$ cat src/rtl/mem_arbiter_pkg.sv
// Shared types and constants for the icache/dcache memory arbiter.
// Bus command encodings and tag width mirror the system bus definitions.
package mem_arbiter_pkg;

   localparam int CMD_W    = 2;
   localparam int TAG_W    = 4;
   localparam int ADDR_W   = 64;
   localparam int DATA_W   = 64;
   localparam int NUM_TAGS = 15;

   localparam int STARVE_MAX_DEFAULT = 4;

   typedef enum logic [CMD_W-1:0] {
      BUS_NONE  = 2'd0,
      BUS_LOAD  = 2'd1,
      BUS_STORE = 2'd2
   } bus_cmd_e;

   typedef enum logic {
      OWN_ICACHE = 1'b0,
      OWN_DCACHE = 1'b1
   } owner_e;

   typedef enum logic {
      PRIO_D = 1'b0,
      PRIO_I = 1'b1
   } prio_e;

   function automatic logic [TAG_W-1:0] popcount(input logic [NUM_TAGS:1] v);
      logic [TAG_W-1:0] cnt;
      cnt = '0;
      for (int i = 1; i <= NUM_TAGS; i++) begin
         cnt = cnt + TAG_W'(v[i]);
      end
      return cnt;
   endfunction

endpackage

$ cat src/rtl/mem_arbiter_if.sv
// Cache/memory side signal bundle of the arbiter; slave is the arbiter,
// master is whatever drives the caches and memory (normally a testbench).
interface mem_arbiter_if;
   import mem_arbiter_pkg::*;

   logic [CMD_W-1:0]  icache2arb_command_i;
   logic [ADDR_W-1:0] icache2arb_addr_i;
   logic [CMD_W-1:0]  dcache2arb_command_i;
   logic [ADDR_W-1:0] dcache2arb_addr_i;
   logic [DATA_W-1:0] dcache2arb_data_i;

   logic [TAG_W-1:0]  arb2icache_response_o;
   logic [TAG_W-1:0]  arb2icache_tag_o;
   logic [DATA_W-1:0] arb2icache_data_o;
   logic [TAG_W-1:0]  arb2dcache_response_o;
   logic [TAG_W-1:0]  arb2dcache_tag_o;
   logic [DATA_W-1:0] arb2dcache_data_o;

   logic [CMD_W-1:0]  proc2mem_command_o;
   logic [ADDR_W-1:0] proc2mem_addr_o;
   logic [DATA_W-1:0] proc2mem_data_o;
   logic [TAG_W-1:0]  mem2proc_response_i;
   logic [TAG_W-1:0]  mem2proc_tag_i;
   logic [DATA_W-1:0] mem2proc_data_i;

   logic [TAG_W-1:0]  arb_outstanding_o;
   logic              arb_tag_err_o;

   modport slave (
      input  icache2arb_command_i, icache2arb_addr_i,
      input  dcache2arb_command_i, dcache2arb_addr_i, dcache2arb_data_i,
      output arb2icache_response_o, arb2icache_tag_o, arb2icache_data_o,
      output arb2dcache_response_o, arb2dcache_tag_o, arb2dcache_data_o,
      output proc2mem_command_o, proc2mem_addr_o, proc2mem_data_o,
      input  mem2proc_response_i, mem2proc_tag_i, mem2proc_data_i,
      output arb_outstanding_o, arb_tag_err_o
   );

   modport master (
      output icache2arb_command_i, icache2arb_addr_i,
      output dcache2arb_command_i, dcache2arb_addr_i, dcache2arb_data_i,
      input  arb2icache_response_o, arb2icache_tag_o, arb2icache_data_o,
      input  arb2dcache_response_o, arb2dcache_tag_o, arb2dcache_data_o,
      input  proc2mem_command_o, proc2mem_addr_o, proc2mem_data_o,
      output mem2proc_response_i, mem2proc_tag_i, mem2proc_data_i,
      input  arb_outstanding_o, arb_tag_err_o
   );

endinterface

$ cat src/rtl/mem_arbiter_tag_table.sv
// Owner table for memory tags 1..15: which cache issued the load behind each tag.
// A write and a clear to the same tag in one cycle leave the entry valid with the new owner.
module arb_tag_table
   import mem_arbiter_pkg::*;
(
   input  logic             clk,
   input  logic             rst,
   input  logic             wr_en_i,
   input  logic [TAG_W-1:0] wr_tag_i,
   input  owner_e           wr_owner_i,
   input  logic             clr_en_i,
   input  logic [TAG_W-1:0] clr_tag_i,
   input  logic [TAG_W-1:0] lk_tag_i,
   output logic             lk_valid_o,
   output owner_e           lk_owner_o,
   output logic [TAG_W-1:0] count_o
);

   logic [NUM_TAGS:1] valid_q, valid_d;
   owner_e            owner_q [NUM_TAGS:1];
   owner_e            owner_d [NUM_TAGS:1];
   logic [TAG_W-1:0]  count_q;

   always_comb begin
      valid_d = valid_q;
      owner_d = owner_q;
      for (int i = 1; i <= NUM_TAGS; i++) begin
         if (clr_en_i && clr_tag_i == TAG_W'(i)) begin
            valid_d[i] = 1'b0;
         end
         if (wr_en_i && wr_tag_i == TAG_W'(i)) begin
            valid_d[i] = 1'b1;
            owner_d[i] = wr_owner_i;
         end
      end
   end

   always_ff @(posedge clk) begin
      if (rst) begin
         valid_q <= '0;
         count_q <= '0;
      end else begin
         valid_q <= valid_d;
         count_q <= popcount(valid_d);
      end
   end

   // Owner bits only matter while the matching valid bit is set, so they carry no reset.
   always_ff @(posedge clk) begin
      owner_q <= owner_d;
   end

   always_comb begin
      lk_valid_o = 1'b0;
      lk_owner_o = OWN_ICACHE;
      for (int i = 1; i <= NUM_TAGS; i++) begin
         if (lk_tag_i == TAG_W'(i)) begin
            lk_valid_o = valid_q[i];
            lk_owner_o = owner_q[i];
         end
      end
   end

   assign count_o = count_q;

endmodule

$ cat src/rtl/mem_arbiter.sv
// Two-requester memory arbiter: dcache-first grant with icache anti-starvation,
// and tag-based routing of memory responses back to the cache that issued the load.
module mem_arbiter
   import mem_arbiter_pkg::*;
#(
   parameter int STARVE_MAX = STARVE_MAX_DEFAULT
) (
   input  logic         clk,
   input  logic         rst,
   mem_arbiter_if.slave bus
);

   localparam int CNT_W = (STARVE_MAX > 1) ? $clog2(STARVE_MAX + 1) : 1;

   prio_e            prio_q, prio_d;
   logic [CNT_W-1:0] starve_q, starve_d;
   logic             err_q, err_d;

   logic             i_req, d_req, d_is_load;
   logic             grant_i, grant_d;
   logic             alloc_en, ret_hit, clr_en;
   owner_e           alloc_owner, lk_owner;
   logic             lk_valid;
   logic [TAG_W-1:0] resp, ret_tag;

   assign resp    = bus.mem2proc_response_i;
   assign ret_tag = bus.mem2proc_tag_i;

   // icache only ever loads; anything else from it is treated as idle
   assign i_req     = (bus.icache2arb_command_i == BUS_LOAD);
   assign d_is_load = (bus.dcache2arb_command_i == BUS_LOAD);
   assign d_req     = d_is_load || (bus.dcache2arb_command_i == BUS_STORE);
   assign grant_i   = i_req && (!d_req || prio_q == PRIO_I);
   assign grant_d   = d_req && !grant_i;

   always_comb begin
      bus.proc2mem_command_o = BUS_NONE;
      bus.proc2mem_addr_o    = '0;
      bus.proc2mem_data_o    = '0;
      if (grant_i) begin
         bus.proc2mem_command_o = BUS_LOAD;
         bus.proc2mem_addr_o    = bus.icache2arb_addr_i;
      end else if (grant_d) begin
         bus.proc2mem_command_o = bus.dcache2arb_command_i;
         bus.proc2mem_addr_o    = bus.dcache2arb_addr_i;
         bus.proc2mem_data_o    = bus.dcache2arb_data_i;
      end
   end

   assign bus.arb2icache_response_o = grant_i ? resp : '0;
   assign bus.arb2dcache_response_o = grant_d ? resp : '0;

   // Routing reads the table before this cycle's allocation lands
   assign ret_hit = (ret_tag != '0) && lk_valid;

   always_comb begin
      bus.arb2icache_tag_o  = '0;
      bus.arb2icache_data_o = '0;
      bus.arb2dcache_tag_o  = '0;
      bus.arb2dcache_data_o = '0;
      if (ret_hit) begin
         if (lk_owner == OWN_ICACHE) begin
            bus.arb2icache_tag_o  = ret_tag;
            bus.arb2icache_data_o = bus.mem2proc_data_i;
         end else begin
            bus.arb2dcache_tag_o  = ret_tag;
            bus.arb2dcache_data_o = bus.mem2proc_data_i;
         end
      end
   end

   assign alloc_en    = !rst && (resp != '0) && (grant_i || (grant_d && d_is_load));
   assign alloc_owner = grant_i ? OWN_ICACHE : OWN_DCACHE;
   assign clr_en      = !rst && ret_hit;

   arb_tag_table u_table (
      .clk        (clk),
      .rst        (rst),
      .wr_en_i    (alloc_en),
      .wr_tag_i   (resp),
      .wr_owner_i (alloc_owner),
      .clr_en_i   (clr_en),
      .clr_tag_i  (ret_tag),
      .lk_tag_i   (ret_tag),
      .lk_valid_o (lk_valid),
      .lk_owner_o (lk_owner),
      .count_o    (bus.arb_outstanding_o)
   );

   always_comb begin
      prio_d   = PRIO_D;
      starve_d = '0;
      err_d    = err_q;
      unique case (prio_q)
         PRIO_D: begin
            if (i_req && grant_d) begin
               if (int'(starve_q) + 1 >= STARVE_MAX) begin
                  prio_d = PRIO_I;
               end else begin
                  starve_d = starve_q + CNT_W'(1);
               end
            end
         end
         PRIO_I: begin
            prio_d = PRIO_D;
         end
         default: prio_d = PRIO_D;
      endcase
      if ((ret_tag != '0) && !lk_valid) begin
         err_d = 1'b1;
      end
   end

   always_ff @(posedge clk) begin
      if (rst) begin
         prio_q   <= PRIO_D;
         starve_q <= '0;
         err_q    <= 1'b0;
      end else begin
         prio_q   <= prio_d;
         starve_q <= starve_d;
         err_q    <= err_d;
      end
   end

   assign bus.arb_tag_err_o = err_q;

endmodule
$ cat src/flat_wrapper.sv
// flat-port wrapper written by rule: the top's interface ports become plain ports
module mem_arbiter_flat import mem_arbiter_pkg::*;
#(
   parameter int STARVE_MAX = STARVE_MAX_DEFAULT
)
  (clk, rst, bus_icache2arb_command_i, bus_icache2arb_addr_i, bus_dcache2arb_command_i, bus_dcache2arb_addr_i, bus_dcache2arb_data_i, bus_arb2icache_response_o, bus_arb2icache_tag_o, bus_arb2icache_data_o, bus_arb2dcache_response_o, bus_arb2dcache_tag_o, bus_arb2dcache_data_o, bus_proc2mem_command_o, bus_proc2mem_addr_o, bus_proc2mem_data_o, bus_mem2proc_response_i, bus_mem2proc_tag_i, bus_mem2proc_data_i, bus_arb_outstanding_o, bus_arb_tag_err_o);
  mem_arbiter_if bus_i ();
  input  logic clk;
  input  logic rst;
  input wire logic [$bits(bus_i.icache2arb_command_i)-1:0] bus_icache2arb_command_i;
  input wire logic [$bits(bus_i.icache2arb_addr_i)-1:0] bus_icache2arb_addr_i;
  input wire logic [$bits(bus_i.dcache2arb_command_i)-1:0] bus_dcache2arb_command_i;
  input wire logic [$bits(bus_i.dcache2arb_addr_i)-1:0] bus_dcache2arb_addr_i;
  input wire logic [$bits(bus_i.dcache2arb_data_i)-1:0] bus_dcache2arb_data_i;
  output wire logic [$bits(bus_i.arb2icache_response_o)-1:0] bus_arb2icache_response_o;
  output wire logic [$bits(bus_i.arb2icache_tag_o)-1:0] bus_arb2icache_tag_o;
  output wire logic [$bits(bus_i.arb2icache_data_o)-1:0] bus_arb2icache_data_o;
  output wire logic [$bits(bus_i.arb2dcache_response_o)-1:0] bus_arb2dcache_response_o;
  output wire logic [$bits(bus_i.arb2dcache_tag_o)-1:0] bus_arb2dcache_tag_o;
  output wire logic [$bits(bus_i.arb2dcache_data_o)-1:0] bus_arb2dcache_data_o;
  output wire logic [$bits(bus_i.proc2mem_command_o)-1:0] bus_proc2mem_command_o;
  output wire logic [$bits(bus_i.proc2mem_addr_o)-1:0] bus_proc2mem_addr_o;
  output wire logic [$bits(bus_i.proc2mem_data_o)-1:0] bus_proc2mem_data_o;
  input wire logic [$bits(bus_i.mem2proc_response_i)-1:0] bus_mem2proc_response_i;
  input wire logic [$bits(bus_i.mem2proc_tag_i)-1:0] bus_mem2proc_tag_i;
  input wire logic [$bits(bus_i.mem2proc_data_i)-1:0] bus_mem2proc_data_i;
  output wire logic [$bits(bus_i.arb_outstanding_o)-1:0] bus_arb_outstanding_o;
  output wire logic [$bits(bus_i.arb_tag_err_o)-1:0] bus_arb_tag_err_o;
  assign bus_i.icache2arb_command_i = bus_icache2arb_command_i;
  assign bus_i.icache2arb_addr_i = bus_icache2arb_addr_i;
  assign bus_i.dcache2arb_command_i = bus_dcache2arb_command_i;
  assign bus_i.dcache2arb_addr_i = bus_dcache2arb_addr_i;
  assign bus_i.dcache2arb_data_i = bus_dcache2arb_data_i;
  assign bus_arb2icache_response_o = bus_i.arb2icache_response_o;
  assign bus_arb2icache_tag_o = bus_i.arb2icache_tag_o;
  assign bus_arb2icache_data_o = bus_i.arb2icache_data_o;
  assign bus_arb2dcache_response_o = bus_i.arb2dcache_response_o;
  assign bus_arb2dcache_tag_o = bus_i.arb2dcache_tag_o;
  assign bus_arb2dcache_data_o = bus_i.arb2dcache_data_o;
  assign bus_proc2mem_command_o = bus_i.proc2mem_command_o;
  assign bus_proc2mem_addr_o = bus_i.proc2mem_addr_o;
  assign bus_proc2mem_data_o = bus_i.proc2mem_data_o;
  assign bus_i.mem2proc_response_i = bus_mem2proc_response_i;
  assign bus_i.mem2proc_tag_i = bus_mem2proc_tag_i;
  assign bus_i.mem2proc_data_i = bus_mem2proc_data_i;
  assign bus_arb_outstanding_o = bus_i.arb_outstanding_o;
  assign bus_arb_tag_err_o = bus_i.arb_tag_err_o;
  mem_arbiter #(.STARVE_MAX(STARVE_MAX)) u_core (.clk(clk), .rst(rst), .bus(bus_i));
endmodule
$ cat config.mk
export PLATFORM = sky130hd
export DESIGN_NAME = mem_arbiter_flat
export DESIGN_NICKNAME = d
export VERILOG_FILES = /design/src/rtl/mem_arbiter_pkg.sv /design/src/rtl/mem_arbiter_if.sv /design/src/rtl/mem_arbiter_tag_table.sv /design/src/rtl/mem_arbiter.sv /design/src/flat_wrapper.sv
export SDC_FILE = /design/constraint.sdc
export NUM_CORES = 1
export LEC_CHECK = 0
export CAP_MARGIN = 20
export CORE_AREA = 5 5 210 212
export CTS_BUF_LIST = sky130_fd_sc_hd__clkbuf_2 sky130_fd_sc_hd__clkbuf_4 sky130_fd_sc_hd__clkbuf_8
export DETAILED_ROUTE_END_ITERATION = 6
export DIE_AREA = 0 0 215 217
export SLEW_MARGIN = 20
export SYNTH_ARGS = -nofsm -noshare
export SYNTH_HDL_FRONTEND = slang
export SYNTH_SLANG_ARGS = --single-unit
$ cat constraint.sdc
create_clock -name clk -period 20.9 [get_ports clk]
set_input_delay 5.225 -clock clk [delete_from_list [all_inputs] [get_ports clk]]
set_output_delay 5.225 -clock clk [all_outputs]
set_load 0.02 [all_outputs]
Word level (Yosys, flattened, before mapping)
Cells that the tools add are included.

operators by class
  bitwise logic cells = 2
  $mul = 0
  divide/modulo/power cells = 0
  add/subtract/negate cells = 16
  equal/unequal tests = 33
  $lt $le $gt $ge = 1
  reductions and logical operators = 49
  multiplexer cells = 80
  shifts and indexed selects = 0

operator list
  operator             number
  $mux 64              8
  $eq 4x4->1 const B   16
  $mux 1               63
  $add 4x1->4          11
  $logic_and 1x1->1    39
  $eq 4x3->1 const B   8
  $ge 32x4->1 const B  1
  $mux 4               6
  $eq 4x2->1 const B   4
  $eq 4x1->1 const B   2
  $reduce_bool 4->1    2
  $add 3x1->4          1
  $add 3x1->4 const B  1
  $eq 2x1->1 const B   2
  $logic_not 1->1      4
  $mux 2               2
  $reduce_or 4->1      1
  $add 2x1->3          1
  $add 3x1->3 const B  1
  $logic_or 1x1->1     3
  $add 1x1->2          1
  $eq 2x2->1 const B   1
  $not 1->1            2
  $pmux 1 s2           1

word-level totals
  memory bits (writable) = 0
  flip-flop bits (word level) = 39
  ROM bits = 0
  output and inout port bits = 279
  input port bits = 270
  memories = 0
  latch bits = 0
  logic and storage cells = 201

Depth between registers and ports, before layout
  depth after elaboration = 35
  depth in mapped cells = 22
  mapped depth without buffers = 21

Modules after synthesis
A second synthesis with hierarchy kept.

unflattened totals
  cells, all modules = 549
  area, all modules = 4370.4 um^2

modules (own cells, without submodules)
  module         area each (um^2)  sequential area each (um^2)  times used  cells each
  mem_arbiter    2366.0            100.1                        1           344
  arb_tag_table  2004.4            830.8                        1           205

Least setup slack after synthesis
OpenSTA, ideal clock, no wires.

  path type = input to output
  start point = input bus_mem2proc_tag_i[2]
  end point = output bus_arb2icache_data_o[33]
  cell stages on the path = 7
  slack = 8.466 ns
  data required time = 15.675 ns
  buffers on the path = 2
  data arrival time = 7.209 ns
  cell sequence = clkbuf_1 nor2_1 o2111ai_1 a222oi_1 clkbuf_1 o21ai_0 nor3_1

on the way
  cells in the longest elaborated chain, start to end = 18
  elaborated cells on any way between the ends = 49

ends and longest elaborated chain
  element                                       RTL line                              RTL
  start: declaration                            flat_wrapper.sv:25                    input wire logic [$bits(bus_i.mem2proc_tag_i)-1:0] bus_mem2proc_tag_i;
  $eq 4x1->1                                    mem_arbiter_tag_table.sv:57           if (lk_tag_i == TAG_W'(i)) begin
  $mux 1 (15 in series)                         mem_arbiter_tag_table.sv:57
  $mux 64 or $logic_and 1x1->1 (tied branches)  mem_arbiter.sv:62, mem_arbiter.sv:54
  $mux 64 (*)                                   mem_arbiter.sv:61                     if (ret_hit) begin
  end: declaration                              flat_wrapper.sv:17                    output wire logic [$bits(bus_i.arb2icache_data_o)-1:0] bus_arb2icache_data_o;

Mark *: on every way between the ends. The rest lies on a longest branch, timed or not.

Worst setup path in the final report
  start point = input bus_mem2proc_tag_i[1]
  end point = output bus_arb2icache_data_o[2]

Same word-level chain as after synthesis.

==> metrics.txt <==
Synth Net Count=1081; CORE AREA=41800 sq um; synthesized area=5150 sq um; CTS tree=yes; Final Wtd Congestion=0.917; final setup fails=0; skew final=0.0135 ns; wire per inst=18.1 um; outcome=completed; Clock Latency Late Sink=0.30 ns; crit-path cells=clkdlybuf4s50_1 -> nand2_1 -> nor2_1 -> a221o_2 -> buf_4 -> o21ai_0 -> nor3_1 -> clkdlybuf4s50_1; antenna viol nets, final=0; max-cap violations=0; crit path capture=bus_arb2icache_data_o[2]; RSZ-0062 raised after global routing=false; antenna violations before repair=5; most used routing layer=met2; syn_area_per_cell=6.46 sq um; die height=217 um; TritonRoute pass-1 iters=5; row count=75; Worst Setup Start Kind=input port; DP Area=11100 sq um; FMAX=0.0695 GHz; Finished Cell Area=11200 sq um; vias in the first global route=7929; VDD IR max=0.0000215 V; nets=1561; Worst-Margin Slew=0.926 ns; setup bufs post-CTS=0; reg2reg end=u_core.u_table.count_o[1]$_SDFF_PP0_; Seq/Total Area, Yosys=18.1%; largest net degree at the start of global routing=73; Crit Path Category=input port to output port; R2R setup slack=14.49 ns; Crit Path Max Fanout=65; fillers=4535; Slowest-stage cell, CP=clkdlybuf4s50_1; yosys warns=0; CP endpoint kind=output port; Gate Count Post-Synth=797; CTS sink cnt=39; First DRT Iteration DRCs=468; gr usage total=12.9%; M3 GR Usage=3.90%; M1 GR Usage=14.8%; Total Neg Setup Slack=0 ns; hold_ws=0.474 ns; Num CTS Buffers=5; cell mode on critical path=clkdlybuf4s50_1; DRC=0; layout cell share with drive strength beyond 1=3.13%; first-pass GRT wire length=47.9 mm; Routed WL=33.0 mm; Hold WC Path Type=register to register; number of I/O port buffers=548; asr flop ratio synth=0%; vias per std cell=4.26; worst r2r src=u_core.prio_q$_SDFF_PP0_; Power Density=35.2 nW/um^2; relative slew slack=37.4%; vias=7747; Top FF cell, synth=dfxtp_1; FF-to-FF path depth=19; Final Hold Fails=0; grt ovf=0; # IOs=549; die area=46700 sq um; min Tclk post-route=14.38 ns; Slew Viols, Final=0; Hold-fix buffers, CTS=0; Tcrit/Tclk final=68.8%; Resize count post-CTS=0; Layout area overhead=117%; Yosys reg bits=39; clock buffer depth=2; met2 Usage GRT=23.4%; Die Wd=215 um; crit path from=bus_mem2proc_tag_i[1]; Root Driver=clkbuf_8; H-tree depth=2; Worst-path clk slew=0.09 ns; Critical Path RT=15.67 ns; number of flops mapped to enable cells by yosys=15; post-DP HPWL=27.2 mm; static leakage power=4.04 nW; largest stage delay on the critical path=1.04 ns; Synth cell types=59; Initial Util=12.3%; critical path arrival=9.15 ns
-- sequential cells by signal, indices dropped and copies added (netlist names) --
| register | cells |
|---|---|
| u_core.u_table.valid_q | 15 |
| u_core.bus.arb_tag_err_o | 1 |
| u_core.prio_q | 1 |
| u_core.starve_q | 3 |
| u_core.u_table.count_o | 4 |
| u_core.u_table.owner_q | 15 |
-- cells in the mapped netlist, types with 4 or more instances --
library cell / count / area share (%)
nand2_1: 136 / 9.9
nor3_1: 77 / 7.5
a21oi_1: 76 / 7.4
and2_1: 73 / 8.9
nand3b_1: 66 / 9.6
clkbuf_1: 65 / 4.7
o21ai_0: 48 / 4.7
o21ai_1: 28 / 2.7
dfxtp_1: 24 / 9.3
nor2_1: 23 / 1.7
inv_1: 21 / 1.5
edfxtp_1: 15 / 8.7
a31oi_1: 14 / 1.7
buf_2: 11 / 1.1
fa_1: 10 / 3.9
nor2b_1: 10 / 1.2
nand2b_1: 9 / 1.1
a211oi_1: 8 / 1.2
and4_1: 5 / 0.85
buf_1: 5 / 0.36
o22ai_1: 5 / 0.61
a31o_2: 4 / 0.68
ha_1: 4 / 0.97
mux2i_1: 4 / 0.78
nand3_1: 4 / 0.39
-- kinds of logic (layout without fill, tap and decap cells) --
family	Yosys count	in the layout	share of synthesized area [%]
xor gates and xnor gates	2	2	0.340
muxes	7	7	1.65
other	1	4	0.0728
DFF	39	39	18.1
and+or+nand+nor	419	419	43.4
adders and majority gates	14	14	4.86
AOI/OAI and AO/OA	207	207	23.1
buffers and inverters	108	589	8.48
-- metrics by stage --
step	setup slack, ns	utilization, %	power [mW]	instances
4_1_cts	6.48	26.8	0.396	1817
5_1_grt	6.22	26.8	0.414	1819
3_3_place_gp	6.56	26.5	0.329	1809
3_5_place_dp	6.50	26.5	0.329	1809
6_report	6.52	26.8	0.394	1820
2_1_floorplan	8.47	-	0.191	797
-- layout by cell type (no fill, tap or decap), types with 3 or more instances in the layout --
master             n
o221a_2            3
fa_1              10
ha_1               4
o21ai_1           28
edfxtp_1          15
and4_1             5
o21ai_0           48
and2_1            73
nand3b_1          66
o22ai_1            5
nor2b_1           10
nand3_1            4
nand2b_1           9
clkdlybuf4s50_1  548
a31oi_1           14
a21oi_1           75
nor3_1            77
a311oi_1           3
dfxtp_1           24
nor2_1            21
diode_2            3
clkbuf_8           5
inv_1             20
a31o_2             4
buf_4             11
mux2i_1            4
nand2_1          136
a211oi_1           8
-- layout make-up --
type	count	area, sq um	share of cell area [%]
Tap cell	539	674	6.03
Clock buffer	5	68.8	0.615
Antenna cell	3	7.51	0.0671
Inverter	22	82.6	0.738
Multi-Input combinational cell	650	3810	34.1
Timing Repair Buffer	559	5570	49.8
Sequential cell	39	931	8.32
Clock inverter	3	46.3	0.414
-- where the power goes --
group / switching [mW] / total (mW) / internal [mW]
Clock: 0.0306 / 0.0666 / 0.0360
Sequential: 0.000586 / 0.0804 / 0.0798
Combinational: 0.123 / 0.247 / 0.123
-- critical path, delay by kind of cell --
family	cells	cell delay [ns]
simple gates	3	1.04
buf+inv	3	2.30
compound gates	2	0.55
-- worst min-delay path by stage --
stage | cells past startpoint | endpoint | start
after floorplan | 1 | u_core.starve_q[0]$_SDFF_PP0_ | u_core.starve_q[0]$_SDFF_PP0_
after CTS | 1 | u_core.starve_q[0]$_SDFF_PP0_ | u_core.starve_q[0]$_SDFF_PP0_
final | 1 | u_core.starve_q[0]$_SDFF_PP0_ | u_core.starve_q[0]$_SDFF_PP0_
after global placement | 1 | u_core.starve_q[0]$_SDFF_PP0_ | u_core.starve_q[0]$_SDFF_PP0_
after detailed placement | 1 | u_core.starve_q[0]$_SDFF_PP0_ | u_core.starve_q[0]$_SDFF_PP0_
after global routing | 1 | u_core.starve_q[0]$_SDFF_PP0_ | u_core.starve_q[0]$_SDFF_PP0_
-- per-layer routing --
metal / vias up / wire [um]
met1: 3533 / 13200
li1: 3746 / -
met2: 430 / 16100
met3: 34 / 2840
met5: - / 26
met4: 4 / 769
No activity file was read; power rests on OpenSTA's default activity.
